===== src/rtl/ads131_frame_buffer.sv =====
// ADC frame buffer: serialises enabled channels of one frame into a FWFT FIFO.
// Ports: system_clock/reset_n, flush, ch_mask, in_valid/in_ready/frame_data,
//        out_valid/out_ready/out_data/out_ch/out_sof, level, ovf_count.
module ads131_frame_buffer #(
    parameter int NUM_CH   = 4,
    parameter int DATA_W   = 24,
    parameter int OUT_W    = 32,
    parameter int DEPTH    = 16,
    parameter int SIGN_EXT = 1
) (
    input  logic                       system_clock,
    input  logic                       reset_n,
    input  logic                       flush,
    input  logic [NUM_CH-1:0]          ch_mask,
    input  logic                       in_valid,
    output logic                       in_ready,
    input  logic [NUM_CH*DATA_W-1:0]   frame_data,
    output logic                       out_valid,
    input  logic                       out_ready,
    output logic [OUT_W-1:0]           out_data,
    output logic [2:0]                 out_ch,
    output logic                       out_sof,
    output logic [$clog2(DEPTH+1)-1:0] level,
    output logic [15:0]                ovf_count
);

    localparam int PW = (DEPTH > 1) ? $clog2(DEPTH) : 1;
    localparam int LW = $clog2(DEPTH + 1);
    localparam int WW = 1 + 3 + OUT_W;

    typedef enum logic {
        S_IDLE,
        S_WRITE
    } state_t;

    state_t                    r_state;
    state_t                    w_state_nxt;
    logic [2:0]                r_idx;
    logic                      r_sof_pend;
    logic [7:0]                r_mask;
    logic [NUM_CH*DATA_W-1:0]  r_frame;
    logic [PW-1:0]             r_wptr;
    logic [PW-1:0]             r_rptr;
    logic [LW-1:0]             r_level;
    logic [15:0]               r_ovf;
    logic [WW-1:0]             r_mem [DEPTH];

    logic [3:0]                w_n;
    logic                      w_fits;
    logic                      w_accept;
    logic                      w_drop;
    logic                      w_wr;
    logic                      w_pop;
    logic [DATA_W-1:0]         w_sample;
    logic [OUT_W-1:0]          w_ext;
    logic [WW-1:0]             w_head;

    // Number of channels the incoming frame would occupy
    always_comb begin
        w_n = '0;
        for (int c = 0; c < NUM_CH; c++) begin
            w_n = w_n + 4'(ch_mask[c]);
        end
    end

    assign w_fits = (32'(DEPTH) - 32'(r_level)) >= 32'(w_n);

    // FSM next state and per-cycle control
    always_comb begin
        w_state_nxt = r_state;
        w_accept    = 1'b0;
        w_drop      = 1'b0;
        w_wr        = 1'b0;
        unique case (r_state)
            S_IDLE: begin
                if (in_valid && !flush && (w_n != 4'd0)) begin
                    if (w_fits) begin
                        w_accept    = 1'b1;
                        w_state_nxt = S_WRITE;
                    end else begin
                        w_drop = 1'b1;
                    end
                end
            end
            S_WRITE: begin
                w_wr = r_mask[r_idx] && !flush;
                if (r_idx == 3'(NUM_CH - 1)) begin
                    w_state_nxt = S_IDLE;
                end
            end
            default: w_state_nxt = S_IDLE;
        endcase
        if (flush) begin
            w_state_nxt = S_IDLE;
        end
    end

    always_ff @(posedge system_clock or negedge reset_n) begin
        if (!reset_n) begin
            r_state <= S_IDLE;
        end else begin
            r_state <= w_state_nxt;
        end
    end

    // Channel select and width extension of the sample being written
    always_comb begin
        w_sample = '0;
        for (int c = 0; c < NUM_CH; c++) begin
            if (r_idx == 3'(c)) begin
                w_sample = r_frame[c*DATA_W +: DATA_W];
            end
        end
    end

    always_comb begin
        if (SIGN_EXT != 0) begin
            w_ext = OUT_W'($signed(w_sample));
        end else begin
            w_ext = OUT_W'(w_sample);
        end
    end

    assign out_valid = (r_level != '0);
    assign w_pop     = out_valid && out_ready && !flush;

    always_ff @(posedge system_clock or negedge reset_n) begin
        if (!reset_n) begin
            r_idx      <= '0;
            r_sof_pend <= 1'b0;
            r_mask     <= '0;
            r_frame    <= '0;
            r_wptr     <= '0;
            r_rptr     <= '0;
            r_level    <= '0;
            r_ovf      <= '0;
        end else if (flush) begin
            r_idx      <= '0;
            r_sof_pend <= 1'b0;
            r_wptr     <= '0;
            r_rptr     <= '0;
            r_level    <= '0;
        end else begin
            if (w_accept) begin
                r_frame    <= frame_data;
                r_mask     <= 8'(ch_mask);
                r_idx      <= '0;
                r_sof_pend <= 1'b1;
            end else if (r_state == S_WRITE) begin
                r_idx <= r_idx + 3'd1;
                if (w_wr) begin
                    r_sof_pend <= 1'b0;
                end
            end
            if (w_drop && (r_ovf != 16'hFFFF)) begin
                r_ovf <= r_ovf + 16'd1;
            end
            if (w_wr) begin
                r_wptr <= r_wptr + PW'(1);
            end
            if (w_pop) begin
                r_rptr <= r_rptr + PW'(1);
            end
            r_level <= r_level + LW'(w_wr) - LW'(w_pop);
        end
    end

    // Storage needs no reset: reads are masked while level is zero
    always_ff @(posedge system_clock) begin
        if (w_wr) begin
            r_mem[r_wptr] <= {r_sof_pend, r_idx, w_ext};
        end
    end

    assign w_head    = r_mem[r_rptr];
    assign out_data  = out_valid ? w_head[OUT_W-1:0] : '0;
    assign out_ch    = out_valid ? w_head[OUT_W+2:OUT_W] : '0;
    assign out_sof   = out_valid ? w_head[WW-1] : 1'b0;
    assign in_ready  = (r_state == S_IDLE) && reset_n;
    assign level     = r_level;
    assign ovf_count = r_ovf;

endmodule


===== config.mk =====
export PLATFORM = sky130hd
export DESIGN_NAME = ads131_frame_buffer
export DESIGN_NICKNAME = d
export VERILOG_FILES = /design/src/rtl/ads131_frame_buffer.sv
export SDC_FILE = /design/constraint.sdc
export NUM_CORES = 1
export LEC_CHECK = 0
export ABC_AREA = 1
export CORE_AREA = 5 5 247 249
export DETAILED_ROUTE_END_ITERATION = 12
export DIE_AREA = 0 0 252 254
export GPL_ROUTABILITY_DRIVEN = 0
export SLEW_MARGIN = 20
export SYNTH_ARGS = -nofsm -noshare
export SYNTH_HDL_FRONTEND = slang
export SYNTH_SLANG_ARGS = --single-unit

===== constraint.sdc =====
create_clock -name system_clock -period 7.1 [get_ports system_clock]
set_clock_uncertainty 0.15 [all_clocks]
set_input_delay 1.065 -clock system_clock [delete_from_list [all_inputs] [get_ports system_clock]]
set_output_delay 1.065 -clock system_clock [all_outputs]
set_load 0.01 [all_outputs]

==> impl_results.md, run 1 <==
* Post_cts resized at 0
* Endpoints failing setup at 0
* Worst EP arrival at 4190 ps
* Hold WS at 285 ps
* Synth Instances at 2704
* Design Area, Final at 30200 um^2
* Syn Nets at 2837
* Commonest non-fill, non-tap cell in the layout: nand2_1
* First-pass GRT wire length at 104 mm
* Crit Path Category: flip-flop to output port
* Sequential fraction of the synthesis area at 0.645
* DRT Pass-1 Iters at 5
* DIE AREA at 64000 um^2
* Cell mode on critical path: nand2_1
* Fmax achieved at 185 MHz
* Routed len/inst at 18.4 um
* Core footprint at 58500 um^2
* Fin. Hold Viols at 0
* Worst path max stage delay at 720 ps
* Most frequent cells in the layout: 1036 x nand2_1, 448 x edfxtp_1, 415 x nand3_1, 286 x inv_1, 162 x clkdlybuf4s50_1
* Maximum fanout along the worst path at 62
* Vias in the first global route at 18064
* Status: finished clean
* Dpl hpwl at 37.2 mm
* TNS Setup at 0 ps
* Final global-route overflow total at 0
* Clk root buf: clkbuf_16
* Mapped cell area at 26000 um^2
* Layout net count at 2955
* Worst-Skew Late Latency at 630 ps
* Post-synth top area share at 0.517
* Area after DPL at 28400 um^2
* Vias at 18616
* Avg Cell Area, Syn at 9.63 um^2
* Initial Util at 0.445
* Initial antenna violation count at 1
* Leak at 0.0131 uW
* RSZ-0062 raised after global routing: no
* Cts hold-fix bufs at 0
* Die Span Y at 254 um
* Largest net degree at the start of global routing at 121
* Clock Sinks at 582
* Num rows at 89
* Crit path max-delay cell type: dfrtp_4
* Power Dens Cells at 361 nW/um^2
* Dpl cells at 3534
* Min cycle time layout at 5400 ps
* Area growth, synth to finish at 16.0%
* Max IR drop VDD at 260 uV
* Crit share post-route at 0.761
* DRT antenna net count at 0
* PortBufs at 163
* Hold WC Path Type: primary input to async pin
* Main area contributors after synthesis: edfxtp_1 52%, nand2_1 15%, dfrtp_1 13%, nand3_1 8.0%, inv_1 4.1%
* Startpoint Class: flip-flop
* Slew HR at 0.268
* Post-layout util at 0.517
* Setup bufs post-CTS at 0
* Residual DRC at 0
* Io pins at 164
* Worst slew pin tran at 1100 ps
* Die Wd at 252 um
* Crit. End Element: output port
* Gr usage total at 0.206
* Drt total wl at 67.1 mm
* Fillers at 5290
* Finished Layout Cells at 3644
* Area leader, netlist: edfxtp_1
* Max Slew Vio Count at 0
* Reg clk slew, reported paths at 60 ps
* Max Root-Sink Buffers at 3
* Cell Chain, Critical Path: buf_4 > buf_4 > nand2_1 > nand2_1 > nand2_1 > nand3_1 > nand3_1 > a21oi_1 > clkdlybuf4s50_1
* DR vias/cell at 5.11
* CTS tree: done
* Share of cells above drive strength 1 at 0.0630
* FF+latch count, synth at 582
* Yosys warning count at 0
* Iteration-0 DRC Markers at 1507
* Cts bufs inserted at 59
* Max Cap Viol at 0
* CP Data Required Time at 5880 ps
* H-tree levels at 2
* Synth unique cells at 32
* Diode count at 0
-- area by class of cell --
class                      count  area, um^2  area share
clock buffer                  65        1500      0.0496
clock inverter                45         293     0.00969
inverter                     294        1110      0.0368
multi-input combinational   1674        7540       0.250
sequential                   582       16800       0.556
tap                          773         967      0.0320
timing repair buffer         211        1990      0.0660
-- worst paths after layout --
path | from | endpoint | slack [ps] | depth (start not counted)
max reg2reg | level[1] | level[4] | 3080 | 17
min in group system_clock | r_frame[26] | r_frame[26] | 320 | 2
max | r_rptr[0] | out_data[8] | 1700 | 9
min reg2reg | r_frame[26] | r_frame[26] | 320 | 2
min | reset_n | r_frame[14] | 290 | 1
max in group asynchronous | reset_n | level[0] | 5140 | 2
-- per-stage QoR --
step / power, uW / setup slack (ps)
final: 10900 / 1700
after global routing: 11600 / 1480
after CTS: 11000 / 1680
after detailed placement: 8050 / 2360
after global placement: 7960 / 2330
after floorplan: 6820 / 3660
-- state kept, by name, summed over array words and instances, names as in the netlist --
name,cells
r_mem,448
r_frame,96
r_wptr,4
r_mask,4
r_state,1
ovf_count,16
r_sof_pend,1
level,5
r_rptr,4
r_idx,3
-- routing by layer --
metal / track usage / vias up / wire length [um]
met2: 0.341 / 606 / 31900
li1: - / 9000 / -
met1: 0.286 / 8903 / 29500
met3: 0.0373 / 107 / 4180
met5: 0 / - / 0
met4: 0.0530 / 0 / 1540
-- power by group --
group	switching [uW]	internal [uW]
registers	253	4500
logic	2180	1050
clock network	1300	1620
total	3740	7170
-- cells by family (layout without fill, tap and decap cells) --
group / after synthesis / after routing / synth area share
AND/OR/NAND/NOR: 1534 / 1534 / 0.243
flip-flops: 582 / 582 / 0.645
buffers and inverters: 448 / 615 / 0.0727
AO/OA/AOI/OAI: 99 / 99 / 0.0203
adder cells (fa/ha/maj): 28 / 28 / 0.0140
XOR/XNOR: 13 / 13 / 0.00437
-- worst max-delay path, delay by kind of cell, from the launching register on --
kind / cells / cell delay (ps)
AOI/OAI and AO/OA: 1 / 350
DFF: 1 / 720
buffers and inverters: 3 / 1940
and+or+nand+nor: 5 / 480
-- cell usage after synthesis --
library cell / n
nand2_1: 1038
buf_2: 78
nor2_1: 68
buf_4: 26
inv_2: 5
or2_2: 1
nand4_2: 1
inv_1: 287
inv_4: 1
o21ai_0: 33
edfxtp_1: 448
xnor2_1: 8
o31ai_1: 1
buf_1: 8
nor3_1: 1
nor2_2: 1
clkinv_1: 1
buf_6: 2
fa_1: 2
o21ai_1: 3
a21oi_1: 38
xor2_1: 5
and2_1: 1
nand4_1: 2
nand3b_1: 2
nor2_4: 2
a31oi_1: 24
nand3_2: 2
clkbuf_1: 40
ha_1: 26
dfrtp_1: 134
nand3_1: 415
Note: power is estimated with default switching activity, not from simulation.
==> run 2, diff against run 1 <==
==> constraint.sdc (replaced) <==
create_clock -name system_clock -period 5.6 [get_ports system_clock]
set_clock_uncertainty 0.15 [all_clocks]
set_input_delay 0.84 -clock system_clock [delete_from_list [all_inputs] [get_ports system_clock]]
set_output_delay 0.84 -clock system_clock [all_outputs]
set_load 0.01 [all_outputs]
==> run 2 against run 1 <==
Effect of this change:
- sequential power is 26% higher
- non-clock buffer count is 11 higher
- count of clock-buffer cells in the layout up 11
- via count is 0.20% lower
- first-iteration DRC count increased by 4.6%
- final cell count grew 0.27%
- register-to-register slack worse by 1100 ps
- critical path depth decreased by 3
- sequential share of layout area decreased by 0.36 points
- flip-flop and latch count stayed put
- critical endpoint is now out_data[9]
==> impl_results.md, run 2 (synthesized netlist as in run 1, its figures left out) <==
* Status: finished clean (unchanged)
* Area growth, synth to finish at 16.8% (was 16.0%)
* Num rows at 89 (unchanged)
* Layout net count at 2965 (was 2955)
* Part of the power in registers at 0.428 (was 0.436)
* Hold WC Path Type: primary input to async pin (unchanged)
* Routed len/inst at 18.3 um (was 18.4 um)
* Reg-to-reg slack, setup at 2030 ps (was 3080 ps)
* Vias at 18578 (was 18616)
* Power Dens Cells at 461 nW/um^2 (was 361 nW/um^2)
* Residual DRC at 0 (unchanged)
* R2R Path End: level[4] (unchanged)
* Max reg flops at 448 (unchanged)
* H-tree levels at 2 (unchanged)
* Most frequent cells in the layout: 1036 x nand2_1, 448 x edfxtp_1, 415 x nand3_1, 286 x inv_1, 162 x clkdlybuf4s50_1 (unchanged)
* Worst EP arrival at 3920 ps (was 4190 ps)
* Crit Path Category: flip-flop to output port (unchanged)
* Worst slew pin tran at 1050 ps (was 1100 ps)
* Reg clk slew, reported paths at 60 ps (about the same)
* Max Cap Viol at 0 (unchanged)
* Share of cells above drive strength 1 at 0.0649 (was 0.0630)
* Max Root-Sink Buffers at 3 (unchanged)
* Min cycle time layout at 4910 ps
* Reg with most FFs: r_mem (unchanged)
* Startpoint Class: flip-flop (unchanged)
* DRT Pass-1 Iters at 5 (unchanged)
* Cts bufs inserted at 58 (was 59)
* Crit share post-route at 0.877
* Die Span Y at 254 um (unchanged)
* Slew HR at 0.303 (was 0.268)
* Setup bufs post-CTS at 0 (unchanged)
* Vias in the first global route at 18372 (was 18064)
* Commonest non-fill, non-tap cell in the layout: nand2_1 (unchanged)
* Largest net degree at the start of global routing at 184 (was 121)
* Maximum fanout along the worst path at 35 (was 62)
* Critical Path Start: r_rptr[2] (was r_rptr[0])
* Worst-Skew Late Latency at 610 ps (was 630 ps)
* CTS tree: done (unchanged)
* Crit. End Element: output port (unchanged)
* Max IR drop VDD at 274 uV (was 260 uV)
* First-pass GRT wire length at 104 mm (about the same)
* Dpl hpwl at 38.8 mm (was 37.2 mm)
* Combinational power share at 0.299 (was 0.296)
* Sw Pwr at 4740 uW (was 3740 uW)
* Final global-route overflow total at 0 (unchanged)
* Initial Util at 0.445 (unchanged)
* Gr usage total at 0.206 (about the same)
* Drt total wl at 66.9 mm (was 67.1 mm)
* Internal power at 9290 uW (was 7170 uW)
* Clock Sinks at 582 (unchanged)
* Io pins at 164 (unchanged)
* Worst r2r src: level[1] (unchanged)
* Fin. Hold Viols at 0 (unchanged)
* Fmax achieved at 204 MHz
* Endpoints failing setup at 0 (unchanged)
* DIE AREA at 64000 um^2 (unchanged)
* Cts hold-fix bufs at 0 (unchanged)
* Core footprint at 58500 um^2 (unchanged)
* PortBufs at 163 (unchanged)
* Clk root buf: clkbuf_16 (unchanged)
* Initial antenna violation count at 0 (was 1)
* CP Data Required Time at 4610 ps (was 5880 ps)
* RSZ-0062 raised after global routing: no (unchanged)
* Net Sw Frac at 0.338 (was 0.342)
* Max Slew Vio Count at 0 (unchanged)
* Post-layout util at 0.520 (was 0.517)
* TNS Setup at 0 ps (unchanged)
* Post_cts resized at 0 (unchanged)
* DR vias/cell at 5.08 (was 5.11)
* Iteration-0 DRC Markers at 1576 (was 1507)
* DRT antenna net count at 0 (unchanged)
* Die Wd at 252 um (unchanged)
* R2R depth at 17 (unchanged)
* Clock network fraction of total power at 0.273 (was 0.268)
* Leak at 0.0132 uW (was 0.0131 uW)
run 2: cell count changes in the layout (fill, tap and decap cells not counted), sizes merged:
cell and change:
diode +1, clkbuf +11, clkinvlp -2, buf +11, bufinv +2, clkinv -12
inv -1
run 2: critical path, cell delays in order, from the launching register on:
cell and delay (ps):
dfrtp_2 730, clkinv_2 820, buf_4 540, nand3_1 150, nand3_1 80, a21oi_1 340, clkdlybuf4s50_1 630
run 2: final cells by class:
type	instances	area [um^2]
sequential	582	16800
clock inverter	32	275
tap	773	967
clock buffer	76	1580
inverter	294	1110
antenna	1	2.50
timing repair buffer	222	2130
multi-input combinational	1674	7540
fill	5278	28000
run 2: routing by layer:
metal / vias to the layer above / global-route usage / part of all wire
met5: - / 0 / 0
met4: 0 / 0.0661 / 0.031
met3: 124 / 0.0344 / 0.057
met2: 585 / 0.347 / 0.48
met1: 8833 / 0.276 / 0.43
li1: 9036 / - / -
run 2: worst max-delay path by stage:
stage | depth (start not counted) | slack, ps | endpoint
after floorplan | 7 | 2380 | r_mem[11][0]
final | 6 | 690 | out_data[9]
after global placement | 13 | 1260 | r_frame[60]
after detailed placement | 13 | 1220 | r_frame[60]
after CTS | 5 | 650 | out_data[26]
after global routing | 5 | 520 | out_data[30]
run 2: power groups by stage:
| stage | Clock (uW) | Combinational, uW | Sequential, uW |
|---|---|---|---|
| floorplan | 0 | 2650 | 5990 |
| global placement | 0 | 4090 | 6080 |
| detailed placement | 0 | 4190 | 6090 |
| CTS | 3900 | 4210 | 6000 |
| global route | 4090 | 4680 | 6060 |
| finish | 3830 | 4190 | 6010 |
run 2: through the flow:
| step | total power, uW | hold WS (ps) | setup slack [ps] | area [um^2] | instances |
|---|---|---|---|---|---|
| 6_report | 14000 | 54.0 | 691 | 30400 | 3654 |
| 5_1_grt | 14800 | 86.5 | 518 | 30400 | 3653 |
| 4_1_cts | 14100 | 61.6 | 646 | 30400 | 3653 |
| 3_5_place_dp | 10300 | 309 | 1220 | 28500 | 3545 |
| 3_3_place_gp | 10200 | 304 | 1260 | 28500 | 3545 |
| 2_1_floorplan | 8640 | 292 | 2380 | 26000 | 2704 |
==> run 3, diff against run 2 <==
--- a/config.mk
+++ b/config.mk
@@ -6,10 +6,10 @@
 export NUM_CORES = 1
 export LEC_CHECK = 0
 export ABC_AREA = 1
-export CORE_AREA = 5 5 247 249
+export CORE_AREA = 5 5 224 226
 export DETAILED_ROUTE_END_ITERATION = 12
-export DIE_AREA = 0 0 252 254
-export GPL_ROUTABILITY_DRIVEN = 0
+export DIE_AREA = 0 0 229 231
+export PLACE_DENSITY = 0.74
 export SLEW_MARGIN = 20
 export SYNTH_ARGS = -nofsm -noshare
 export SYNTH_HDL_FRONTEND = slang
==> run 3 against run 2 <==
Effect of this change:
- final area fell by 0.78%
- worst hold slack improved by 15 ps
- sequential power barely moved
- clock power fell by 4%
- utilization rose by 11 points
- final cell count fell by 4.2%
- critical path type unchanged
- largest power group unchanged
==> impl_results.md, run 3 (synthesized netlist as in run 1, its figures left out) <==
* CTS tree: done (unchanged)
* Io pins at 164 (unchanged)
* Leak at 0.0131 uW (was 0.0132 uW)
* Internal power at 9170 uW (was 9290 uW)
* Diode count at 0 (was 1)
* Max Cap Viol at 0 (unchanged)
* Clock network fraction of total power at 0.266 (was 0.273)
* Dpl hpwl at 37.8 mm (was 38.8 mm)
* Sw Pwr at 4670 uW (was 4740 uW)
* Cts hold-fix bufs at 0 (unchanged)
* Power Dens Cells at 459 nW/um^2 (was 461 nW/um^2)
* Largest net degree at the start of global routing at 159 (was 184)
* Commonest non-fill, non-tap cell in the layout: nand2_1 (unchanged)
* Startpoint Class: flip-flop (unchanged)
* Reg with most FFs: r_mem (unchanged)
* Max Root-Sink Buffers at 3 (unchanged)
* Worst-Skew Late Latency at 600 ps (was 610 ps)
* TNS Setup at 0 ps (unchanged)
* Vias in the first global route at 18592 (was 18372)
* Initial Util at 0.541 (was 0.445)
* Gr usage total at 0.242 (was 0.206)
* Routed len/inst at 18.5 um (was 18.3 um)
* Core footprint at 48100 um^2 (was 58500 um^2)
* Sequential Area at 16800 um^2 (unchanged)
* DR vias/cell at 5.47 (was 5.08)
* Crit Path Category: flip-flop to output port (unchanged)
* DRT antenna net count at 0 (unchanged)
* H-tree levels at 2 (unchanged)
* Drt total wl at 64.9 mm (was 66.9 mm)
* Crit. End Element: output port (unchanged)
* Worst slew pin tran at 1090 ps (was 1050 ps)
* CP bufs+invs at 3 (unchanged)
* Max reg flops at 448 (unchanged)
* Final RePlAce weighted congestion at 0.806
* Max Slew Vio Count at 0 (unchanged)
* Iteration-0 DRC Markers at 1655 (was 1576)
* Die Span Y at 231 um (was 254 um)
* PortBufs at 163 (unchanged)
* Multi-input gate area at 7540 um^2 (about the same)
* Crit share post-route at 0.831 (was 0.877)
* Share of cells above drive strength 1 at 0.0660 (was 0.0649)
* Cts bufs inserted at 55 (was 58)
* Final global-route overflow total at 0 (unchanged)
* DRT Pass-1 Iters at 6 (was 5)
* Clock Sinks at 582 (unchanged)
* Vias at 19135 (was 18578)
* Combinational power share at 0.301 (was 0.299)
* Clk root buf: clkbuf_16 (unchanged)
* Final WS setup at 946 ps (was 691 ps)
* Cell Chain, Critical Path: inv_6 > buf_4 > nand2_1 > nand2_1 > nand2_1 > nand3_1 > nand3_1 > a21oi_1 > clkdlybuf4s50_1 (was clkinv_2 > buf_4 > nand3_1 > nand3_1 > a21oi_1 > clkdlybuf4s50_1)
* Hold WC Path Type: primary input to async pin (unchanged)
* Tot Pwr at 13800 uW (was 14000 uW)
* Die Wd at 229 um (was 252 um)
* DIE AREA at 52900 um^2 (was 64000 um^2)
* First-pass GRT wire length at 102 mm (was 104 mm)
* Fillers at 3711 (was 5278)
* Crit path max-delay family: buffers and inverters (unchanged)
* Endpoints failing setup at 0 (unchanged)
* Reg clk slew, reported paths at 60 ps (about the same)
* Area growth, synth to finish at 15.9% (was 16.8%)
* Min cycle time layout at 4650 ps (was 4910 ps)
* Net Sw Frac at 0.337 (was 0.338)
* Num rows at 81 (was 89)
* Crit path max-delay cell type: inv_6 (was clkinv_2)
* Place WS at 1270 ps (was 1220 ps)
* CP Data Required Time at 4610 ps (about the same)
* Slew HR at 0.275 (was 0.303)
* Part of the power in registers at 0.433 (was 0.428)
* Post_cts resized at 0 (unchanged)
* Status: finished clean (unchanged)
* Cell mode on critical path: nand2_1 (was nand3_1)
* RSZ-0062 raised after global routing: no (unchanged)
* Fin. Hold Viols at 0 (unchanged)
* Worst path max stage delay at 610 ps (was 820 ps)
* Setup bufs post-CTS at 0 (unchanged)
* Worst EP arrival at 3660 ps (was 3920 ps)
* Most frequent cells in the layout: 1036 x nand2_1, 448 x edfxtp_1, 415 x nand3_1, 286 x inv_1, 162 x clkdlybuf4s50_1 (unchanged)
* Layout net count at 2964 (was 2965)
* Maximum fanout along the worst path at 124 (was 35)
* Max IR drop VDD at 350 uV (was 274 uV)
* Initial antenna violation count at 0 (unchanged)
* Residual DRC at 0 (unchanged)
* Fmax achieved at 215 MHz (was 204 MHz)
[run 3: cell types whose count changed in the layout (fill, tap and decap cells not counted), sizes merged]
cell / before / now
bufinv: 5 / 4
diode: 1 / 0
buf: 60 / 62
clkinv: 27 / 19
clkbuf: 76 / 80
[run 3: through the flow]
step	instance area [um^2]	hold WS, ps	util	instances
6_report	30200	68.6	0.627	3499
5_1_grt	30200	97.9	0.627	3499
4_1_cts	30100	57.5	0.626	3499
3_5_place_dp	28400	309	0.589	3396
3_3_place_gp	28300	303	0.587	3394
2_1_floorplan	26000	292	-	2704
[run 3: worst paths after layout]
| check | start | to | slack, ps | cells past startpoint |
|---|---|---|---|---|
| hold reg to reg | r_frame[34] | r_frame[34] | 320 | 2 |
| hold / removal | reset_n | r_mask[0] | 70 | 1 |
| min in group system_clock | r_frame[34] | r_frame[34] | 320 | 2 |
| setup / recovery | r_rptr[0] | out_data[15] | 950 | 9 |
| setup reg to reg | level[1] | level[4] | 1730 | 17 |
| max in group asynchronous | reset_n | r_frame[66] | 3910 | 2 |
[run 3: power groups by stage]
stage               clock (uW)  sequential (uW)  combinational [uW]
floorplan                    0             5990                2650
global placement             0             6060                3980
detailed placement           0             6080                4110
CTS                       3720             6000                4130
global route              3890             6050                4630
finish                    3680             6000                4160
[run 3: area by class of cell]
cell class / instances / area share
clock buffer: 80 / 0.0516
clock inverter: 23 / 0.00734
inverter: 294 / 0.0368
timing repair buffer: 224 / 0.0714
multi-input combinational: 1674 / 0.250
sequential: 582 / 0.557
tap: 622 / 0.0258
[run 3: per-layer routing]
layer  routed length, um  track usage  part of all wire  vias to the layer above
met2               30800        0.401              0.47                      945
met4                2050       0.0880             0.032                        0
li1                    -            -                 -                     9028
met1               26400        0.332              0.41                     9013
met5                   0            0                 0                        -
met3                5600       0.0336             0.086                      149
